File: config.mk
export PLATFORM = sky130hd
export DESIGN_NAME = uart_rx_flat
export DESIGN_NICKNAME = d
export VERILOG_FILES = /design/src/rtl/uart_rx_if.sv /design/src/rtl/uart_rx.sv /design/src/flat_wrapper.sv
export SDC_FILE = /design/constraint.sdc
export NUM_CORES = 1
export LEC_CHECK = 0
export CAP_MARGIN = 20
export CORE_AREA = 2 2 92 94
export CTS_BUF_LIST = sky130_fd_sc_hd__clkbuf_2
export DETAILED_ROUTE_END_ITERATION = 8
export DIE_AREA = 0 0 94 96
export HOLD_SLACK_MARGIN = 0.1
export REMOVE_ABC_BUFFERS = 1
export SLEW_MARGIN = 20
export SYNTH_ARGS = -nofsm -noshare
export SYNTH_HDL_FRONTEND = slang
export SYNTH_SLANG_ARGS = --single-unit
File: constraint.sdc
create_clock -name clk -period 2.5 [get_ports clk]
set_clock_uncertainty 0.1 [all_clocks]
set_input_delay 0.375 -clock clk [delete_from_list [all_inputs] [get_ports clk]]
set_output_delay 0.375 -clock clk [all_outputs]
set_load 0.02 [all_outputs]
File: src/rtl/uart_rx_if.sv
`timescale 1ns/1ps
// Byte stream from the UART receiver FIFO to its consumer.
// master drives data_o/valid_o and samples ready_i; slave is the consumer side.
interface uart_rx_if;
    logic [7:0] data_o;
    logic       valid_o;
    logic       ready_i;

    modport master (output data_o, output valid_o, input  ready_i);
    modport slave  (input  data_o, input  valid_o, output ready_i);
endinterface

File: src/rtl/uart_rx.sv
`timescale 1ns/1ps
// UART receiver: 2-flop synced rx line, 8N1 deframer (8E1 when UART_RX_PARITY_EN), FIFO to a valid/ready stream.
// Latency: byte pushed mid-stop-bit, valid_o one cycle later; line-to-decision is 2 cycles through the synchronizer.
// Backpressure: stream waits on ready_i; a good byte arriving at a full FIFO is dropped with an overrun_o pulse.
module uart_rx #(
    parameter int CLKS_PER_BIT = 868,
    parameter int FIFO_DEPTH   = 4
) (
    input  logic        clk,
    input  logic        rst,
    input  logic        rx_i,
    uart_rx_if.master   rx_stream,
    output logic        busy_o,
    output logic        frame_err_o,
    output logic        overrun_o,
    output logic        parity_err_o
);
    localparam int CW = (CLKS_PER_BIT > 1) ? $clog2(CLKS_PER_BIT) : 1;
    localparam int AW = (FIFO_DEPTH > 1) ? $clog2(FIFO_DEPTH) : 1;
    localparam logic [CW-1:0] CNT_LAST  = CW'(CLKS_PER_BIT - 1);
    localparam logic [CW-1:0] HALF_LAST = CW'(CLKS_PER_BIT / 2 - 1);

    typedef enum logic [2:0] {
        S_IDLE, S_START, S_DATA, S_PARITY, S_STOP, S_BREAK
    } state_t;

    logic          r_sync1, r_sync2;
    state_t        r_state, w_state_nxt;
    logic [CW-1:0] r_cnt, w_cnt_nxt;
    logic [2:0]    r_bit_idx, w_idx_nxt;
    logic [7:0]    r_shreg, w_shreg_nxt;
    logic          w_rx_s, w_cnt_last, w_stop_ok, w_frame_err, w_good, w_par_err;
`ifdef UART_RX_PARITY_EN
    logic          r_par, w_par_nxt;
`endif

    logic [7:0]    r_mem [FIFO_DEPTH];
    logic [AW:0]   r_wr_ptr, r_rd_ptr, w_wr_nxt, w_rd_nxt;
    logic [7:0]    r_data;
    logic          r_valid;
    logic          w_full, w_push, w_pop, w_overrun;

    assign w_rx_s     = r_sync2;
    assign w_cnt_last = (r_cnt == CNT_LAST);

    always_ff @(posedge clk or negedge rst) begin
        if (!rst) begin
            r_sync1   <= 1'b1;
            r_sync2   <= 1'b1;
            r_state   <= S_IDLE;
            r_cnt     <= '0;
            r_bit_idx <= '0;
            r_shreg   <= '0;
`ifdef UART_RX_PARITY_EN
            r_par     <= 1'b0;
`endif
        end else begin
            r_sync1   <= rx_i;
            r_sync2   <= r_sync1;
            r_state   <= w_state_nxt;
            r_cnt     <= w_cnt_nxt;
            r_bit_idx <= w_idx_nxt;
            r_shreg   <= w_shreg_nxt;
`ifdef UART_RX_PARITY_EN
            r_par     <= w_par_nxt;
`endif
        end
    end

    always_comb begin
        w_state_nxt = r_state;
        w_cnt_nxt   = r_cnt + 1'b1;
        w_idx_nxt   = r_bit_idx;
        w_shreg_nxt = r_shreg;
        w_stop_ok   = 1'b0;
        w_frame_err = 1'b0;
`ifdef UART_RX_PARITY_EN
        w_par_nxt   = r_par;
`endif
        case (r_state)
            S_IDLE: begin
                w_cnt_nxt = '0;
                if (!w_rx_s) w_state_nxt = S_START;
            end
            S_START: begin
                // Mid start bit: a line that is high again was only a glitch.
                if (r_cnt == HALF_LAST) begin
                    w_cnt_nxt   = '0;
                    w_idx_nxt   = '0;
                    w_state_nxt = w_rx_s ? S_IDLE : S_DATA;
                end
            end
            S_DATA: begin
                if (w_cnt_last) begin
                    w_cnt_nxt   = '0;
                    w_shreg_nxt = {w_rx_s, r_shreg[7:1]};
                    w_idx_nxt   = r_bit_idx + 3'd1;
                    if (r_bit_idx == 3'd7) begin
`ifdef UART_RX_PARITY_EN
                        w_state_nxt = S_PARITY;
`else
                        w_state_nxt = S_STOP;
`endif
                    end
                end
            end
            S_PARITY: begin
`ifdef UART_RX_PARITY_EN
                if (w_cnt_last) begin
                    w_cnt_nxt   = '0;
                    w_par_nxt   = w_rx_s;
                    w_state_nxt = S_STOP;
                end
`else
                w_state_nxt = S_IDLE;
`endif
            end
            S_STOP: begin
                if (w_cnt_last) begin
                    w_cnt_nxt = '0;
                    if (w_rx_s) begin
                        w_stop_ok   = 1'b1;
                        w_state_nxt = S_IDLE;
                    end else begin
                        w_frame_err = 1'b1;
                        w_state_nxt = S_BREAK;
                    end
                end
            end
            S_BREAK: begin
                w_cnt_nxt = '0;
                if (w_rx_s) w_state_nxt = S_IDLE;
            end
            default: w_state_nxt = S_IDLE;
        endcase
    end

`ifdef UART_RX_PARITY_EN
    assign w_par_err = w_stop_ok & (^{r_shreg, r_par});
`else
    assign w_par_err = 1'b0;
`endif
    assign w_good = w_stop_ok & ~w_par_err;

    // A pop in the same cycle frees the slot, so a full FIFO can still accept.
    assign w_pop     = r_valid & rx_stream.ready_i;
    assign w_full    = (r_wr_ptr[AW] != r_rd_ptr[AW]) && (r_wr_ptr[AW-1:0] == r_rd_ptr[AW-1:0]);
    assign w_push    = w_good & (~w_full | w_pop);
    assign w_overrun = w_good & w_full & ~w_pop;
    assign w_wr_nxt  = r_wr_ptr + {{AW{1'b0}}, w_push};
    assign w_rd_nxt  = r_rd_ptr + {{AW{1'b0}}, w_pop};

    always_ff @(posedge clk) begin
        if (w_push) r_mem[r_wr_ptr[AW-1:0]] <= r_shreg;
    end

    always_ff @(posedge clk or negedge rst) begin
        if (!rst) begin
            r_wr_ptr <= '0;
            r_rd_ptr <= '0;
            r_data   <= '0;
            r_valid  <= 1'b0;
        end else begin
            r_wr_ptr <= w_wr_nxt;
            r_rd_ptr <= w_rd_nxt;
            r_valid  <= (w_wr_nxt != w_rd_nxt);
            // Bypass the byte being written when it becomes the new head.
            if (w_push && (r_wr_ptr[AW-1:0] == w_rd_nxt[AW-1:0]))
                r_data <= r_shreg;
            else
                r_data <= r_mem[w_rd_nxt[AW-1:0]];
        end
    end

    assign rx_stream.data_o  = r_data;
    assign rx_stream.valid_o = r_valid;
    assign busy_o            = (r_state != S_IDLE);
    assign frame_err_o       = w_frame_err;
    assign overrun_o         = w_overrun;
    assign parity_err_o      = w_par_err;
endmodule

File: src/flat_wrapper.sv
// flat-port wrapper written by rule: the top's interface ports become plain ports
module uart_rx_flat 
#(
    parameter int CLKS_PER_BIT = 868,
    parameter int FIFO_DEPTH   = 4
)
  (clk, rst, rx_i, busy_o, frame_err_o, overrun_o, parity_err_o, rx_stream_data_o, rx_stream_valid_o, rx_stream_ready_i);
  uart_rx_if rx_stream_i ();
  input  logic clk;
  input  logic rst;
  input  logic rx_i;
  output logic busy_o;
  output logic frame_err_o;
  output logic overrun_o;
  output logic parity_err_o;
  output wire logic [$bits(rx_stream_i.data_o)-1:0] rx_stream_data_o;
  output wire logic [$bits(rx_stream_i.valid_o)-1:0] rx_stream_valid_o;
  input wire logic [$bits(rx_stream_i.ready_i)-1:0] rx_stream_ready_i;
  assign rx_stream_data_o = rx_stream_i.data_o;
  assign rx_stream_valid_o = rx_stream_i.valid_o;
  assign rx_stream_i.ready_i = rx_stream_ready_i;
  uart_rx #(.CLKS_PER_BIT(CLKS_PER_BIT), .FIFO_DEPTH(FIFO_DEPTH)) u_core (.clk(clk), .rst(rst), .rx_i(rx_i), .rx_stream(rx_stream_i), .busy_o(busy_o), .frame_err_o(frame_err_o), .overrun_o(overrun_o), .parity_err_o(parity_err_o));
endmodule
==> results.py <==
metrics = {
    "status": {
        "status": "completed",
    },
    "synthesis": {
        "ys_seq_area_share_pct": 63.0,
        "synth_area_leaders": "dfrtp_1 31%, edfxtp_1 30%, mux2_2 6.1%",
        "ys_seq_elements": 73,
        "async_flop_share_pct": 56.2,
        "synthFlopType": "dfrtp_1",
        "synth_top_cell_by_area": "dfrtp_1",
        "yosysUniqueCellTypes": 49,
        "synth-edff-count": 32,
        "mappedNetlistArea_um2": 3160,
        "yosys_warnings": 0,
        "avgSynthCellArea_um2": 15.5,
        "synth_top_area_share_pct": 30.9,
        "synthCells": 203,
    },
    "pwr": {
        "total_power_uw": 2050,
        "leakage_uw": 0.00181,
        "ir_worst_vdd_mv": 0.251,
        "powerDensity_nw_per_um2": 512,
    },
    "drt": {
        "dr.pass1.iters": 4,
        "wl_per_cell_um": 14.7,
        "drc": 0,
        "drt_wl_total_mm": 5.52,
        "postRouteAntennaNets": 0,
        "drt_iter0_drc": 45,
        "met1_length_mm": 2.54,
        "drt-vias-per-instance": 4.84,
        "wl_met3_um": 133,
        "dr_wl_met2_mm": 2.72,
        "routed.top_layer": "met4",
        "num_vias": 1818,
    },
    "die": {
        "die_area_um2": 9020,
        "num_rows": 33,
        "die_x_um": 94,
        "fp.dieH_um": 96,
        "start_util_pct": 39.2,
        "ioPinCount": 17,
        "coreArea_um2": 8050,
    },
    "sta": {
        "fin_crit_sh_pct": 97.3,
        "fmax_ghz": 0.411,
        "hold_viol_final": 0,
        "min_period_ns": 2.43,
        "drv_slew": 0,
        "setup_viol": 0,
        "fin_setup_tns_ns": 0,
        "rsz0062_at_grt": "true",
    },
    "worst_hold_path": {
        "hold_class": "input pin to register",
    },
    "cts": {
        "h-tree-depth": 3,
        "worstSkewPairLatency_ns": 0.50,
        "clk_pin_slew_ns": 0.21,
        "clock_sink_count": 73,
        "clockBufferDepth": 2,
        "cts_tree": "yes",
        "cts_root_buffer": "clkbuf_2",
        "tritoncts.num_buffers": 9,
    },
    "cells_and_area": {
        "multi_input_area_um2": 1200,
        "layout-drive-gt1-share_pct": 37.6,
        "final_common_cell": "dfrtp_1",
        "fillers": 694,
        "syn_to_final_growth_pct": 26.5,
        "seq_area_um2": 1990,
        "layout_common_cells": "39 x dfrtp_1, 37 x buf_4, 32 x edfxtp_1",
        "n_antenna_cell": 0,
        "finalNetCount": 278,
    },
    "global_routing": {
        "grt_pass1_vias": 1868,
        "grt_pass1_wl_mm": 9.19,
        "antenna_found_initial": 0,
        "overflow": 0,
        "grt_usage_pct": 13.9,
        "grt_max_degree": 25,
    },
    "placed_design": {
        "port_buffers": 15,
        "dp_hpwl_mm": 3.79,
        "place_congestion": 0.748,
    },
    "setup_path": {
        "crit_arrival_ns": 1.96,
        "worstSetupStartpointType": "register",
        "crit_path_end_kind": "primary output",
        "worstSetupPathType": "register to primary output",
        "worstPathMaxFanout": 2,
        "worstPathRequired_ns": 2.03,
    },
    "flow_run": {
        "maxCapViolCount": 0,
    },
}
## through the flow
stage / hold WS (ns) / instances / worst slack, ns / utilization [%] / instance area, µm²
2_1_floorplan: -0.0206 / 198 / -0.205 / - / 3110
3_3_place_gp: 0.231 / 352 / -0.249 / 45.7 / 3680
3_5_place_dp: 0.230 / 352 / -0.296 / 45.7 / 3680
4_1_cts: 0.118 / 374 / -0.00375 / 48.9 / 3940
5_1_grt: 0.110 / 376 / -0.0397 / 49.6 / 3990
6_report: 0.153 / 376 / 0.0685 / 49.6 / 3990
## final timing paths
| kind | end | start | slack, ns | cells past startpoint |
|---|---|---|---|---|
| min | u_core.r_sync1 | rx_i | 0.15 | 1 |
| min reg2reg | u_core.r_sync2 | u_core.r_sync1 | 0.27 | 0 |
| max in group asynchronous | u_core.r_sync2 | rst | 1.39 | 3 |
| max reg2reg | u_core.rx_stream.valid_o | u_core.r_cnt[0] | 0.07 | 10 |
| min in group asynchronous | u_core.rx_stream.data_o[0] | rst | 0.18 | 2 |
| max | overrun_o | u_core.r_cnt[0] | 0.07 | 7 |
## synth_stat cells (2+ instances only)
| cell | n |
|---|---|
| inv_1 | 4 |
| a22o_1 | 2 |
| mux2_2 | 17 |
| dfrtp_1 | 39 |
| or3_1 | 2 |
| ha_1 | 8 |
| nand3_1 | 4 |
| and3_1 | 2 |
| mux4_1 | 6 |
| xnor2_1 | 9 |
| nor4bb_1 | 2 |
| xor2_1 | 9 |
| nor3b_1 | 3 |
| nor3_1 | 3 |
| nand2_1 | 10 |
| edfxtp_1 | 32 |
| mux4_2 | 2 |
| dfstp_2 | 2 |
| nor2_1 | 17 |
## per-layer routing
layer	global-route usage [%]	vias up
met3	2.82	10
li1	-	888
met4	7.61	0
met2	23.0	21
met1	17.3	899
met5	0	-
## sequential cells by signal, summed over array words and instances (netlist names)
register / flops
u_core.r_wr_ptr: 3
u_core.r_sync1: 1
u_core.r_state: 3
u_core.r_shreg: 8
u_core.r_mem: 32
u_core.rx_stream.valid_o: 1
u_core.r_sync2: 1
u_core.r_bit_idx: 3
u_core.r_cnt: 10
u_core.r_rd_ptr: 3
u_core.rx_stream.data_o: 8
## kinds of logic (layout without fill, tap and decap cells)
logic type / count (synthesis) / in the layout / share of synthesized area (%)
simple gates: 57 / 57 / 11.1
other cells: 1 / 1 / 0.119
fa+ha+maj: 8 / 8 / 3.17
flops: 73 / 73 / 63.0
compound gates: 12 / 12 / 3.17
buf+inv: 9 / 77 / 1.94
mux: 25 / 25 / 12.5
xor+xnor: 18 / 18 / 5.00
## where the power goes
group,switching (µW),internal [µW]
Clock,434,339
Sequential,0.906,1250
Combinational,17.5,6.63
Total,452,1590
## critical path, stage by stage (launching register included)
cell	delay (ns)
dfrtp_1	0.40
ha_2	0.18
and4bb_2	0.29
buf_6	0.11
and3_4	0.18
nand2_4	0.06
nor2_4	0.10
buf_6	0.12
## cell type report
cell class / count / area share (%)
well taps: 105 / 3.29
clock inverters: 7 / 2.54
repair buffers: 57 / 12.7
inverters: 4 / 0.376
flip-flops and latches: 73 / 49.8
clock buffers: 9 / 1.13
multi-input cells: 121 / 30.2
## timing repair
item | in CTS | in global routing
pin swaps | 8 | 7
gates resized for setup | 28 | 7
setup buffers | 5 | 2
hold buffers | 1 | 0
endpoints found under the hold margin | 24 | 0
endpoints found under the setup margin | 4 | 3
Power figures use the tool's default switching activity.
